### src/rtl/dice_roll_ci.sv
// dice_roll_ci: rejection-sampled roll of K fair N-sided dice from a serial entropy stream.
// Optional: define DICE_ROLL_REJECT_CNT_EN to report the reject count in result[23:16].
module dice_roll_ci #(
    parameter int ENTROPY_W = 7,
    parameter int MAX_DICE  = 8
) (
    input  logic        clk,
    input  logic        reset_n,
    input  logic        clk_en,
    input  logic        start,
    input  logic [31:0] dataa,
    input  logic [31:0] datab,
    input  logic        i_entropy,
    output logic [31:0] result,
    output logic        done
);

    localparam int SW = ENTROPY_W + 5;
    localparam int LW = ENTROPY_W + 1;
    localparam logic [15:0] RANGE16 = 16'(1) << ENTROPY_W;
    localparam logic [5:0]  MAXK    = 6'(MAX_DICE);
    localparam logic [3:0]  LASTBIT = 4'(ENTROPY_W - 1);

    typedef enum logic [2:0] {
        IDLE,
        SETUP,
        COLLECT,
        CHECK,
        DONE
    } state_t;

    state_t                 state;
    logic [7:0]             n_q;
    logic [4:0]             k_q;
    logic [ENTROPY_W-1:0]   sample;
    logic [3:0]             bit_cnt;
    logic [4:0]             dice_cnt;
    logic [SW-1:0]          sum_q;
    logic [LW-1:0]          limit_q;
    logic                   err_q;
    logic [7:0]             rej_field;

`ifdef DICE_ROLL_REJECT_CNT_EN
    logic [7:0]             rej_cnt;
    assign rej_field = rej_cnt;
`else
    assign rej_field = 8'd0;
`endif

    // Divisor is forced nonzero so the modulo never divides by zero;
    // an N of zero is rejected as illegal before it is ever used.
    logic [15:0] n16;
    logic [15:0] samp16;
    logic [15:0] limit16;
    logic [15:0] limit_next;
    logic [15:0] mod16;
    logic [4:0]  dice_next;
    logic        illegal;

    assign n16        = (n_q == 8'd0) ? 16'd1 : {8'd0, n_q};
    assign samp16     = 16'(sample);
    assign limit16    = 16'(limit_q);
    assign limit_next = RANGE16 - (RANGE16 % n16);
    assign mod16      = samp16 % n16;
    assign dice_next  = dice_cnt + 5'd1;
    assign illegal    = (n_q < 8'd2) || (k_q == 5'd0) ||
                        ({1'b0, k_q} > MAXK);

    logic unused_bits;
    assign unused_bits = ^{dataa[31:8], datab[31:5],
                           mod16[15:SW], limit_next[15:LW]};

    // Roll sequencer: all state advances only on enabled edges.
    always_ff @(posedge clk or negedge reset_n) begin
        if (!reset_n) begin
            state    <= IDLE;
            n_q      <= '0;
            k_q      <= '0;
            sample   <= '0;
            bit_cnt  <= '0;
            dice_cnt <= '0;
            sum_q    <= '0;
            limit_q  <= '0;
            err_q    <= 1'b0;
            result   <= '0;
            done     <= 1'b0;
`ifdef DICE_ROLL_REJECT_CNT_EN
            rej_cnt  <= '0;
`endif
        end else if (clk_en) begin
            done <= 1'b0;
            case (state)
                IDLE: begin
                    if (start) begin
                        n_q      <= dataa[7:0];
                        k_q      <= datab[4:0];
                        sum_q    <= '0;
                        dice_cnt <= '0;
                        err_q    <= 1'b0;
`ifdef DICE_ROLL_REJECT_CNT_EN
                        rej_cnt  <= '0;
`endif
                        state    <= SETUP;
                    end
                end
                SETUP: begin
                    if (illegal) begin
                        err_q <= 1'b1;
                        state <= DONE;
                    end else begin
                        limit_q <= limit_next[LW-1:0];
                        bit_cnt <= '0;
                        state   <= COLLECT;
                    end
                end
                COLLECT: begin
                    sample <= {sample[ENTROPY_W-2:0], i_entropy};
                    if (bit_cnt == LASTBIT) begin
                        bit_cnt <= '0;
                        state   <= CHECK;
                    end else begin
                        bit_cnt <= bit_cnt + 4'd1;
                    end
                end
                CHECK: begin
                    if (samp16 >= limit16) begin
`ifdef DICE_ROLL_REJECT_CNT_EN
                        if (rej_cnt != 8'hFF) rej_cnt <= rej_cnt + 8'd1;
`endif
                        state <= COLLECT;
                    end else begin
                        sum_q    <= sum_q + mod16[SW-1:0] + SW'(1);
                        dice_cnt <= dice_next;
                        state    <= (dice_next == k_q) ? DONE : COLLECT;
                    end
                end
                DONE: begin
                    done   <= 1'b1;
                    result <= {err_q, 7'd0, rej_field, 16'(sum_q)};
                    state  <= IDLE;
                end
                default: state <= IDLE;
            endcase
        end
    end

endmodule

### config.mk
export PLATFORM = sky130hd
export DESIGN_NAME = dice_roll_ci
export DESIGN_NICKNAME = d
export VERILOG_FILES = /design/src/rtl/dice_roll_ci.sv
export SDC_FILE = /design/constraint.sdc
export NUM_CORES = 1
export LEC_CHECK = 0
export ABC_AREA = 1
export CORE_UTILIZATION = 62
export DETAILED_ROUTE_END_ITERATION = 10
export PLACE_DENSITY = 0.9
export SETUP_SLACK_MARGIN = 0.1
export SLEW_MARGIN = 20
export SYNTH_ARGS = -nofsm -noshare
export SYNTH_HDL_FRONTEND = slang
export SYNTH_SLANG_ARGS = --single-unit
### constraint.sdc
create_clock -name clk -period 43.6 [get_ports clk]
set_input_delay 8.72 -clock clk [delete_from_list [all_inputs] [get_ports clk]]
set_output_delay 8.72 -clock clk [all_outputs]
set_load 0.01 [all_outputs]
## Yosys cells after proc, flatten, opt, wreduce, memory -nomap -nowiden

Index checks and enable logic that the tools add are counted.

- Register bits after elaboration: 67
- Bits of input ports: 69
- Output and inout port bits: 33
- Logic and storage cells: 69

- $add $sub $neg: 5
- Div/mod/pow operators: 2
- Magnitude comparators: 3
- Equality and inequality tests: 11
- Muxes and demuxes: 20
- Bitwise operators: 1
- Reduce and logical (&&, ||, !) cells: 16

Operators by type and width:

| cell | number |
|---|---|
| 2-to-1 mux 12 bit | 2 |
| one-hot mux 12 bit (2 select lines) | 1 |
| modulo 7 x 16 -> 16 bit | 1 |
| modulo 8 x 16 -> 16 bit, first input constant | 1 |
| 2-to-1 mux 3 bit | 5 |
| adder 12 x 1 -> 12 bit, second input constant | 1 |
| adder 12 bit | 1 |
| one-hot mux 3 bit (4 select lines) | 1 |
| AND reduction 3 bit | 4 |
| 2-to-1 mux 5 bit | 2 |
| != test 2 bit, second input constant | 5 |
| one-hot mux 5 bit (2 select lines) | 1 |
| greater-or-equal comparator 7 x 8 -> 1 bit | 1 |
| logical NOT 8 bit | 1 |
| less-than comparator 8 x 2 -> 1 bit, second input constant | 1 |
| 2-to-1 mux 4 bit | 2 |
| 2-to-1 mux 8 bit | 1 |
| one-hot mux 4 bit (2 select lines) | 1 |
| AND reduction 4 bit | 2 |
| subtractor 8 bit, first input constant | 1 |
| == test 3 x 2 -> 1 bit, second input constant | 2 |
| nonzero test 2 bit | 3 |
| adder 5 x 1 -> 5 bit, second input constant | 1 |
| == test 5 bit | 1 |
| 12 further kinds | 16 |

## Longest topological paths before layout

Gate-level depths: netlist of run 1.

- Depth in word-level cells: 7
- Gate-level depth with buffers: 243
- Gate-level depth less buffers: 234

## Least setup slack after synthesis of run 1

Ideal clock, no wire load.

- Kind: register -> register
- From: reg n_q[1]
- To: reg sum_q[11]
- Setup time: 65 ps
- Arrival time: 30641 ps
- Setup slack: 12894 ps
- Cell stages (with the launch flop): 242
- Buffers on the path: 9
- Clock period less this slack: 30706 ps
- Cells stage by stage: dfrtp_1 inv_2 nand2_2 o21ai_4 inv_2 clkbuf_1 ha_1 nand2_1 nor2_4 nand2_1 inv_1 ha_1 inv_1 nor2_1 nor2_1 nor2_2 nand2_1 o21ai_1 [206 not listed] a21o_1 a21oi_1 or2_2 a21oi_1 or2_2 nand2_1 nand2_1 a21oi_1 inv_1 a21oi_1 nor2_1 nor2_1 xor2_1 xor2_1 inv_1 nand3_1 nand3_1 nand2_1

- Longest elaborated chain between the ends: 7

RTL lines:

| element | RTL line | text |
|---|---|---|
| from (decl) | 33 | `logic [7:0] n_q;` |
| from (signal assigned) | 95 | `n_q <= dataa[7:0];` |
| logical NOT 8 bit | 60 | `assign n16 = (n_q == 8'd0) ? 16'd1 : {8'd0, n_q};` |
| 2-to-1 mux 8 bit * | 60 |  |
| modulo 7 x 16 -> 16 bit * | 64 | `assign mod16 = samp16 % n16;` |
| adder 12 bit * | 132 | `sum_q <= sum_q + mod16[SW-1:0] + SW'(1);` |
| adder 12 x 1 -> 12 bit * | 132 |  |
| 2-to-1 mux 12 bit * | 126 | `if (samp16 >= limit16) begin` |
| one-hot mux 12 bit (2 select lines) * | 92 | `case (state)` |
| to (signal assigned) | 132 |  |
| to (decl) | 38 | `logic [SW-1:0] sum_q;` |

Mark *: on every way between the ends. The rest lies on a longest branch, timed or not. The select of a mux whose other input is x is not followed.
A chain may end at the register's enable or synchronous reset.

## Worst setup path in the final report of run 1

Ends and elaborated chain as after synthesis.

==> impl_metrics.ini, run 1 <==
[floorplanning]
rows = 55
die_x_um = 154
core_area_sq_mm = 0.0226
die-height_um = 154
dieArea_sq_mm = 0.0236
start_util_pct = 63.2
io_pins = 102

[synth]
synth_area_leaders = ha_1 18%, nand2_1 13%, dfrtp_1 12%
postSynthCellCount = 2196
netlist_area_sq_mm = 0.0143
avgSynthCellArea_sq_um = 6.50
synth-async-reset-ratio_pct = 100
yosysTopAreaCellShare_pct = 18.2
synth.most_common_cell = nand2_1
synthFlopType = dfrtp_1
synth_cell_types = 66
synth-seq-cells = 67
synth_edf_count = 0
ys_top_cells_by_count = 493 x nand2_1, 303 x inv_1, 207 x ha_1
synth_top_area_cell = ha_1
ys_warn_count = 0
ys_seq_area_share_pct = 11.8

[critical_path]
crit_arrival_ns = 35.00
r2r-end = sum_q[11]
worstPathMaxFanout = 27
slowest_delay_ns = 0.71
start_kind = flop
endpoint_kind = flop
crit_start = n_q[1]
crit_required_ns = 43.88
ff2ff_path_depth = 228
reg2reg_slack_ns = 8.88
cp_slowest_cell = ha_1
crit_path_frequent_cell = nand2_1
regToRegStartpoint = n_q[1]
criticalPathCategory = flop to flop

[placed_design]
gp_congestion = 0.901
dp_slack_ns = 9.07
dp_hpwl_mm = 25.8
port_buffers = 31

[global_routing]
overflow = 0
grt_antenna_before_repair = 0
grt_pass1_vias = 13300
grt_pass1_wl_mm = 56.7
grt_usage_pct = 28.0
grt_max_degree = 68

[drt]
dr.pass1.iters = 7
drt_drc_violations_left = 0
drt_iter0_drc = 921
antenna_left = 0
vias = 14200
vias_per_cell = 5.65
routedWlPerCell_um = 13.2
routed_wl_mm = 33.0

[finish]
num_antenna_cells = 0
nets = 2495
area_growth_pct = 5.52
fin_util_pct = 66.7
drive_above_1_share_pct = 8.15

[timing]
max_freq_mhz = 28.8
setup_viol = 0
drv_slew = 0
rsz0062_at_grt = no
period_needed_ns = 34.72
worst_slack_ns = 8.88
fin_setup_tns_ns = 0
finClkSkew_ns = 0.00620
post-route-period-util_pct = 79.6
relSlewSlack_pct = 41.2
tightest_slew_ns = 0.875
hold_viol_final = 0

[hold_path]
min_from = result[10]
min_path_type = flop to flop
min_path_cells = 2
hold_end = result[10]

[clock_network]
clk_path_buf_depth = 2
hold_buffers = 0
clock-root-buffer = clkbuf_16
cts_tree = yes
numCtsBuffers = 9
cts_resized = 0
path_clk_slew_ns = 0.06
cts.sinks = 67
post_cts_buffers = 0
clock_latency_ns = 0.34
htreeDepth = 3

[status]
outcome = finished, final reports clean

[flow_run]
maxCapViolCount = 0
placed cells by master, fill, tap and decap left out, types with 33 or more instances in the layout:
cell type and instances:
o21ai_0 171, inv_1 303, nand3_1 110, a21oi_1 112, dfrtp_1 67, ha_1 207, nand4_1 38, a21o_1 33
nor2_1 145, xor2_1 88, o21ai_1 35, nand2_1 493, xnor2_1 65
critical path: cells and delay by family, from the launching register on:
kind | cells | cell delay, ns
compound gates | 82 | 13.47
xor+xnor | 2 | 0.41
fa+ha+maj | 17 | 5.55
buf+inv | 40 | 4.09
flops | 1 | 0.48
simple gates | 87 | 10.54
worst max-delay path by stage:
stage                 to
2_1_floorplan  sum_q[11]
3_3_place_gp   sum_q[11]
3_5_place_dp   sum_q[11]
4_1_cts        sum_q[11]
5_1_grt        sum_q[11]
6_report       sum_q[11]
flip-flops by register name, summed over array words and instances (netlist names):
signal,flops
bit_cnt,4
dice_cnt,5
done,1
err_q,1
k_q,5
limit_q,8
n_q,8
result,13
sample,7
state,3
sum_q,12
through the flow:
| stage | instances | instance area [sq um] | hold slack, ns |
|---|---|---|---|
| floorplan | 2222 | 14400 | 0.449 |
| global placement | 2491 | 14800 | 0.464 |
| detailed placement | 2491 | 14800 | 0.472 |
| CTS | 2507 | 15100 | 0.487 |
| global route | 2507 | 15100 | 0.509 |
| finish | 2507 | 15100 | 0.484 |
per-layer routing:
| layer | routed length (um) | track usage (%) | up-vias | part of all wire [%] |
|---|---|---|---|---|
| met5 | 0 | 0 | - | 0 |
| met2 | 16200 | 51.3 | 349 | 49 |
| met4 | 936 | 10.5 | 0 | 2.8 |
| li1 | - | - | 7285 | - |
| met1 | 14500 | 33.2 | 6459 | 44 |
| met3 | 1470 | 3.24 | 76 | 4.4 |
area by class of cell:
| type | count | area, sq um |
|---|---|---|
| clock buffer | 9 | 225 |
| clock inverter | 7 | 76.3 |
| fill | 1844 | 7520 |
| inverter | 325 | 1220 |
| multi-input combinational | 1773 | 11100 |
| sequential | 67 | 1680 |
| tap | 285 | 357 |
| timing repair buffer | 41 | 380 |
logic make-up after synthesis:
| logic type | Yosys count | synth area share (%) |
|---|---|---|
| DFF | 67 | 11.8 |
| muxes | 3 | 0.228 |
| AOI/OAI and AO/OA | 451 | 18.6 |
| other | 1 | 0.0263 |
| adders and majority gates | 209 | 18.4 |
| xor gates and xnor gates | 153 | 9.39 |
| buffers and inverters | 382 | 11.0 |
| and+or+nand+nor | 930 | 30.5 |
Power of run 1 is left out: the tool's default activity adds up to more than one toggle a clock period on the data nets, which glitch-free logic cannot reach.
==> run 2: changes to the inputs <==
CORE_UTILIZATION = 56   (was 62)
PLACE_DENSITY = 0.86   (was 0.9)
clock period = 31.6 ns   (was 43.6 ns; I/O delays follow)
==> impl_metrics.ini, run 2 (synthesis gave the netlist of run 1 again) <==
[drt]
vias_per_cell = 5.54
routedWlPerCell_um = 13.5
routed_wl_mm = 35.1
antenna_left = 0
drt_iter0_drc = 1050
vias = 14500
dr.pass1.iters = 6
drt_drc_violations_left = 0

[global_routing]
grt_pass1_wl_mm = 56.5
grt_max_degree = 68
overflow = 0
grt_antenna_before_repair = 0
grt_pass1_vias = 13100
grt_usage_pct = 25.3

[clock_network]
path_clk_slew_ns = 0.06
clock_latency_ns = 0.35
htreeDepth = 3
numCtsBuffers = 9
clock-root-buffer = clkbuf_16
cts_tree = yes
hold_buffers = 0
cts.sinks = 67
clk_path_buf_depth = 2

[finish]
largestRegisters = result x13, sum_q x12
num_antenna_cells = 0
finalInstanceArea_sq_mm = 0.0158
layout_common_cells = 489 x nand2_1, 296 x inv_1, 205 x ha_1
drive_above_1_share_pct = 12.9
nets = 2553
top_register = result
area_growth_pct = 10.6
largest_reg_flops = 13
layout.cells.most_common = nand2_1

[flow_run]
maxCapViolCount = 0

[placed_design]
dp_hpwl_mm = 25.8
port_buffers = 31
gp_congestion = 0.918
placed_area_sq_mm = 0.0149

[floorplanning]
die-height_um = 162
core_area_sq_mm = 0.0251
dieArea_sq_mm = 0.0261
io_pins = 102
start_util_pct = 56.8
die_x_um = 162
rows = 58

[timing]
setup_viol = 0
tightest_slew_ns = 1.01
rsz0062_at_grt = yes
period_needed_ns = 30.12
hold_viol_final = 0
post-route-period-util_pct = 95.3
max_freq_mhz = 33.2
finClkSkew_ns = 0.0105
drv_slew = 0
relSlewSlack_pct = 32.9
fin_setup_tns_ns = 0

[critical_path]
crit_required_ns = 31.88
crit_arrival_ns = 30.40
crit_start = n_q[6]
cp_slowest_cell = dfrtp_1
endpoint_kind = flop
regToRegStartpoint = n_q[6]
criticalPathCategory = flop to flop
slowest_delay_ns = 0.41
start_kind = flop
worstPathMaxFanout = 10
crit_path_frequent_cell = nand2_1

[hold_path]
min_from = result[2]
min_path_type = flop to flop

[status]
outcome = finished, final reports clean
==> run 2: cell types whose count changed in the layout (fill, tap and decap cells not counted), sizes merged <==
cell	delta
buf	+57
clkinv	+2
inv	-2
nand2	+1
==> run 2: cell type report <==
type                    instances  area (sq um)
multi-input cells            1774         11300
fillers                      2168          9330
clock inverters                 7          75.1
repair buffers                 98           812
inverters                     325          1240
flip-flops and latches         67          1680
well taps                     330           413
clock buffers                   9           225
==> run 2: metal layers <==
metal | up-vias | share of wire, % | track usage, %
met3 | 69 | 3.6 | 2.80
met4 | 0 | 2.0 | 6.86
met1 | 6678 | 45 | 30.8
met2 | 338 | 50 | 46.8
li1 | 7387 | - | -
met5 | - | 0 | 0
==> run 2: through the flow <==
stage                     worst slack [ns]  hold WS [ns]  cells  utilization [%]
final                                 1.48         0.480   2610             62.8
after global routing                -0.798         0.505   2610             62.8
after CTS                            0.155         0.487   2562             60.7
after detailed placement            -0.986         0.472   2545             59.3
after global placement               0.453         0.465   2545             59.3
after floorplan                      0.894         0.449   2222                -
==> run 2: final timing paths <==
| check | slack (ns) | to | cells past startpoint |
|---|---|---|---|
| setup / recovery | 1.48 | sum_q[11] | 232 |
| hold / removal | 0.48 | result[2] | 2 |
| setup reg to reg | 1.48 | sum_q[11] | 232 |
| hold reg to reg | 0.48 | result[2] | 2 |
| max in group asynchronous | 24.78 | n_q[3] | 2 |
| min in group asynchronous | 6.17 | result[10] | 2 |
==> run 2: timing repair <==
action | 4_1_cts | 5_1_grt
setup buffers | 1 | 47
pin swaps | 1 | 43
endpoints found under the setup margin | 5 | 19
cloned | 0 | 1
gates resized for setup | 14 | 68
==> run 2: critical path, delay by kind of cell (launching register included) <==
kind	cells	cell delay [ns]
xor gates and xnor gates	2	0.41
DFF	1	0.41
adders and majority gates	17	4.64
AOI/OAI and AO/OA	83	12.27
and+or+nand+nor	90	9.34
buffers and inverters	40	2.91
Power of run 2 is left out for the same reason.
==> run 3: changes to the inputs <==
CORE_ASPECT_RATIO = 1.1   (was unset)
CORE_UTILIZATION = 67   (was 56)
PLACE_DENSITY = 0.95   (was 0.86)
clock period = 35.8 ns   (was 31.6 ns; I/O delays follow)
==> impl_metrics.ini, run 3 (synthesis gave the netlist of run 1 again) <==
[timing]
setup_viol = 0
relSlewSlack_pct = 40.9
hold_viol_final = 0
finClkSkew_ns = 0.0257
hold_ws_ns = 0.476
drv_slew = 0
tightest_slew_ns = 0.883
post-route-period-util_pct = 91.4
max_freq_mhz = 30.6
period_needed_ns = 32.71

[critical_path]
crit_required_ns = 36.08
reg2reg_slack_ns = 3.09
cp_slowest_cell = dfrtp_1
endpoint_kind = flop
slowest_delay_ns = 0.46
crit_path_frequent_cell = nand2_1
crit_arrival_ns = 32.99
worstPathMaxFanout = 27
criticalPathCategory = flop to flop
start_kind = flop

[floorplanning]
start_util_pct = 68.9
die_x_um = 141
core_area_sq_mm = 0.0207
die-height_um = 155
rows = 55
io_pins = 102
dieArea_sq_mm = 0.0219

[finish]
finalInstanceArea_sq_mm = 0.0152
top_register = result
drive_above_1_share_pct = 8.67
layout.cells.most_common = nand2_1
largestRegisters = result x13, sum_q x12
num_antenna_cells = 0
layout_common_cells = 491 x nand2_1, 300 x inv_1, 206 x ha_1
nets = 2499
area_growth_pct = 6.39
largest_reg_flops = 13

[clock_network]
path_clk_slew_ns = 0.06
clock_latency_ns = 0.36
htreeDepth = 3
clock-root-buffer = clkbuf_16
cts_tree = yes
cts.sinks = 67
numCtsBuffers = 9
hold_buffers = 0
clk_path_buf_depth = 2

[global_routing]
globalRouteMet1Util_pct = 35.6
use_met2_pct = 57.0
grt_pass1_wl_mm = 57.8
grt_max_degree = 68
grtUsageMet3_pct = 3.97
grt_pass1_vias = 13600
grt_antenna_before_repair = 0
grt-busiest-layer = met2
overflow = 0
grt_usage_pct = 31.2

[placed_design]
gp_congestion = 0.920
placed_area_sq_mm = 0.0148
dp_hpwl_mm = 25.7
port_buffers = 31

[drt]
vias_per_cell = 5.82
dr.pass1.iters = 6
routed_wl_mm = 34.6
drt_iter0_drc = 965
drt_drc_violations_left = 0
vias = 14600
routedWlPerCell_um = 13.8
antenna_left = 0

[hold_path]
min_path_type = flop to flop

[flow_run]
maxCapViolCount = 0

[status]
outcome = finished, final reports clean
[run 3: cell types whose count changed in the layout (fill, tap and decap cells not counted), sizes merged]
cell	change
clkinv	-2
buf	-53
clkinvlp	+1
clkbuf	+1
nand2	-1
inv	-2
bufinv	+1
[run 3: per-stage QoR]
stage / std cells / util, % / setup TNS (ns) / setup slack [ns]
after floorplan: 2222 / - / 0 / 5.09
after global placement: 2491 / 71.2 / 0 / 2.90
after detailed placement: 2491 / 71.2 / 0 / 1.45
after CTS: 2506 / 72.8 / 0 / 1.10
after global routing: 2510 / 73.3 / -0.0901 / -0.0901
final: 2510 / 73.3 / 0 / 3.09
[run 3: final timing paths]
check                              from        end  depth (start not counted)
worst min-delay path               done       done                          2
max in group asynchronous       reset_n     n_q[1]                          2
worst min register to register     done       done                          2
min in group asynchronous       reset_n   sum_q[2]                          2
worst max register to register   n_q[3]  sum_q[11]                        232
worst max-delay path             n_q[3]  sum_q[11]                        232
[run 3: cell type report]
cell class / instances / area (sq um)
tap: 285 / 357
clock buffer: 10 / 239
sequential: 67 / 1680
multi-input combinational: 1773 / 11200
fill: 1504 / 5530
inverter: 325 / 1240
timing repair buffer: 45 / 414
clock inverter: 5 / 77.6
[run 3: layer usage]
layer	part of all wire (%)	wire [um]	vias up
met5	0	0	-
met1	41	14200	6652
met2	49	16900	529
met3	5.8	2020	144
met4	4.4	1520	0
li1	-	-	7275
[run 3: repair_timing]
action	4_1_cts	5_1_grt
setup endpoints to repair	0	12
buffers inserted	0	4
gates resized for setup	0	26
[run 3: critical path: cells and delay by family, from the launching register on]
family | cells | cell delay (ns)
buffers and inverters | 40 | 3.51
AO/OA/AOI/OAI | 83 | 13.14
flip-flops | 1 | 0.46
XOR/XNOR | 2 | 0.41
adder cells (fa/ha/maj) | 17 | 4.93
AND/OR/NAND/NOR | 90 | 10.09
Power of run 3 is left out for the same reason.
==> RTL change: new RTL, config.mk and constraints of run 3 <==
Encoding of `state_t`: now one-hot (5 bits for 5 states).
--- a/src/rtl/dice_roll_ci.sv
+++ b/src/rtl/dice_roll_ci.sv
@@ -22,10 +22,10 @@
     localparam logic [3:0]  LASTBIT = 4'(ENTROPY_W - 1);
 
-    typedef enum logic [2:0] {
-        IDLE,
-        SETUP,
-        COLLECT,
-        CHECK,
-        DONE
+    typedef enum logic [4:0] {
+        IDLE    = 5'b00001,
+        SETUP   = 5'b00010,
+        COLLECT = 5'b00100,
+        CHECK   = 5'b01000,
+        DONE    = 5'b10000
     } state_t;
 
Function: no difference found for any inputs over 10 cycles, from zero or initial values and one cycle with reset_n low; not proved beyond that.
==> RTL change against run 3 <==
- sequential share of layout area is 0.12 points higher
- routed wire length rose by 0.60%
- design area up 2.0%
- die area is 2.1% higher
- synthesized area rose by 2.2%
- sequential cell count rose by 2
- worst setup slack worse by 0.31 ns
Power is left out: the tool's default activity adds up to more than one toggle a clock period on the data nets, which glitch-free logic cannot reach.
==> RTL change: results (changes against run 3) <==
Yosys
  • Synth Area in Compound Gates: 0.182 (-0.00471)
  • Post-synthesis adder-cell area fraction: 0.180 (-0.00389)
  • Dominant synthesized flop cell: dfrtp_1
  • Sequential area share after synthesis: 0.119 (+0.00104)
  • Top post-synthesis cells by area: ha_1 (18%), nand2_1 (13%), dfrtp_1 (12%)
  • Share of synthesized registers carrying an async set or reset: 1.00 (unchanged)
  • Synth Instances: 2,261 (+3.0%)
  • Commonest cells in the netlist: nand2_1 (499), inv_1 (329), ha_1 (207), o21ai_0 (185), nor2_1 (152)
  • Yosys warnings: 0 (unchanged)
  • Mux share of post-synthesis cell area: 0.00155 (-0.000735)
  • Post-synth cell types: 60 (-9.1%)
  • FF+latch count, synth: 69 (+3.0%)
  • Synth Area in XOR/XNOR: 0.0998 (+0.00583)

Clock network
  • Clk Latency, worst-skew pair: 0.35 ns
  • Reg clk slew, reported paths: 0.07 ns
  • CTS Root Cell: clkbuf_16
  • CTS H-tree depth: 3 (unchanged)
  • CTS Buffer Depth: 2 (unchanged)

Worst setup path
  • Slowest CP cell: dfrtp_1
  • Maximum fanout along the worst path: 25 (-7.4%)
  • CP arrival: 33.27 ns (+0.28 ns)
  • CP peak stage delay: 0.45 ns
  • Kind of cell adding the most delay to the critical path: compound AO/OA/AOI/OAI gates

Final layout
  • # diodes: 0 (unchanged)
  • Top flop regs: result x13, sum_q x12
  • Clk cell area share: 0.0174 (-0.00348)
  • Signal inverters: 351 (+8.0%)
  • Buffering overhead: 0.0285 (+0.00117)
  • Filler Cell Count: 1,585 (+5.4%)
  • Seq area share: 0.112 (+0.00117)
  • #MultiIn Comb: 1,810 (+2.1%)
  • Share of cells above drive strength 1: 0.0802 (-0.00657)
  • Multi-input logic area: 0.0114 mm² (+1.6%)
  • Total Nets Final: 2,568 (+2.8%)
  • Register cell area after layout: 0.00173 mm² (+3.1%)
  • Number of clock buffers in the layout: 10 (unchanged)
  • Buffers, non-clock: 49 (+8.9%)

Drt
  • Drt wl/cell: 13.5 µm (-2.3%)
  • DR iter-0 viols: 927 (-3.9%)
  • Total Routed Length: 34,800 µm (+0.60%)
  • DRT Pass-1 Iters: 5 (-1)
  • Vias: 14,676 (+0.52%)

Place
  • GPL Wtd Cong: 0.918 (-0.23%)
  • DPL Wire Length: 26,500 µm (+3.0%)
  • Pre-CTS setup slack: 1.28 ns (-0.164 ns)
  • Placed cell areas: 0.0151 mm² (+2.1%)
  • IO Port Bufs: 31 (unchanged)

Timing
  • Worst slew pin tran: 1.17 ns (+0.288 ns)
  • Final Skew: 0.0103 ns (-0.0154 ns)

GRT
  • Global route overflow: 0 (unchanged)
  • Global-route wire length before repair: 58,300 µm (+0.86%)
  • Total global-route track usage: 0.310 (-0.00209)
  • Largest net degree at the start of global routing: 70 (+2.9%)
  • Number of global-route vias before repair: 13,789 (+1.0%)
  • Antenna violations before repair: 0 (unchanged)

Worst hold path
  • Hold crit path type: register to register

Run status
  • Status: completed
## RTL change: worst reg2reg max path: cells and delay by family, from the launching register on
family                   cells  cell delay (ns)
buffers and inverters       34             3.24
XOR/XNOR                     2             0.39
flip-flops                   1             0.45
adder cells (fa/ha/maj)     17             5.05
AND/OR/NAND/NOR             70             8.63
AO/OA/AOI/OAI               89            15.13
## RTL change: what timing repair did
action,CTS,global route
buffers inserted,0,8
setup endpoints to repair,0,12
gates resized for setup,0,21
## RTL change: final timing paths
kind                            start    endpoint  slack [ns]  cells after the start
hold reg to reg            limit_q[6]  limit_q[6]        0.48                      2
min in group asynchronous     reset_n  result[11]        7.00                      2
max in group asynchronous     reset_n   sample[2]       28.21                      2
hold / removal             limit_q[6]  limit_q[6]        0.48                      2
setup / recovery               n_q[3]   sum_q[11]        2.77                    212
setup reg to reg               n_q[3]   sum_q[11]        2.77                    212
## RTL change: per-layer routing
layer	global-route usage	routed length, µm
met2	0.578	17700
met5	0	0
met1	0.352	14500
met3	0.0483	1740
met4	0.112	868
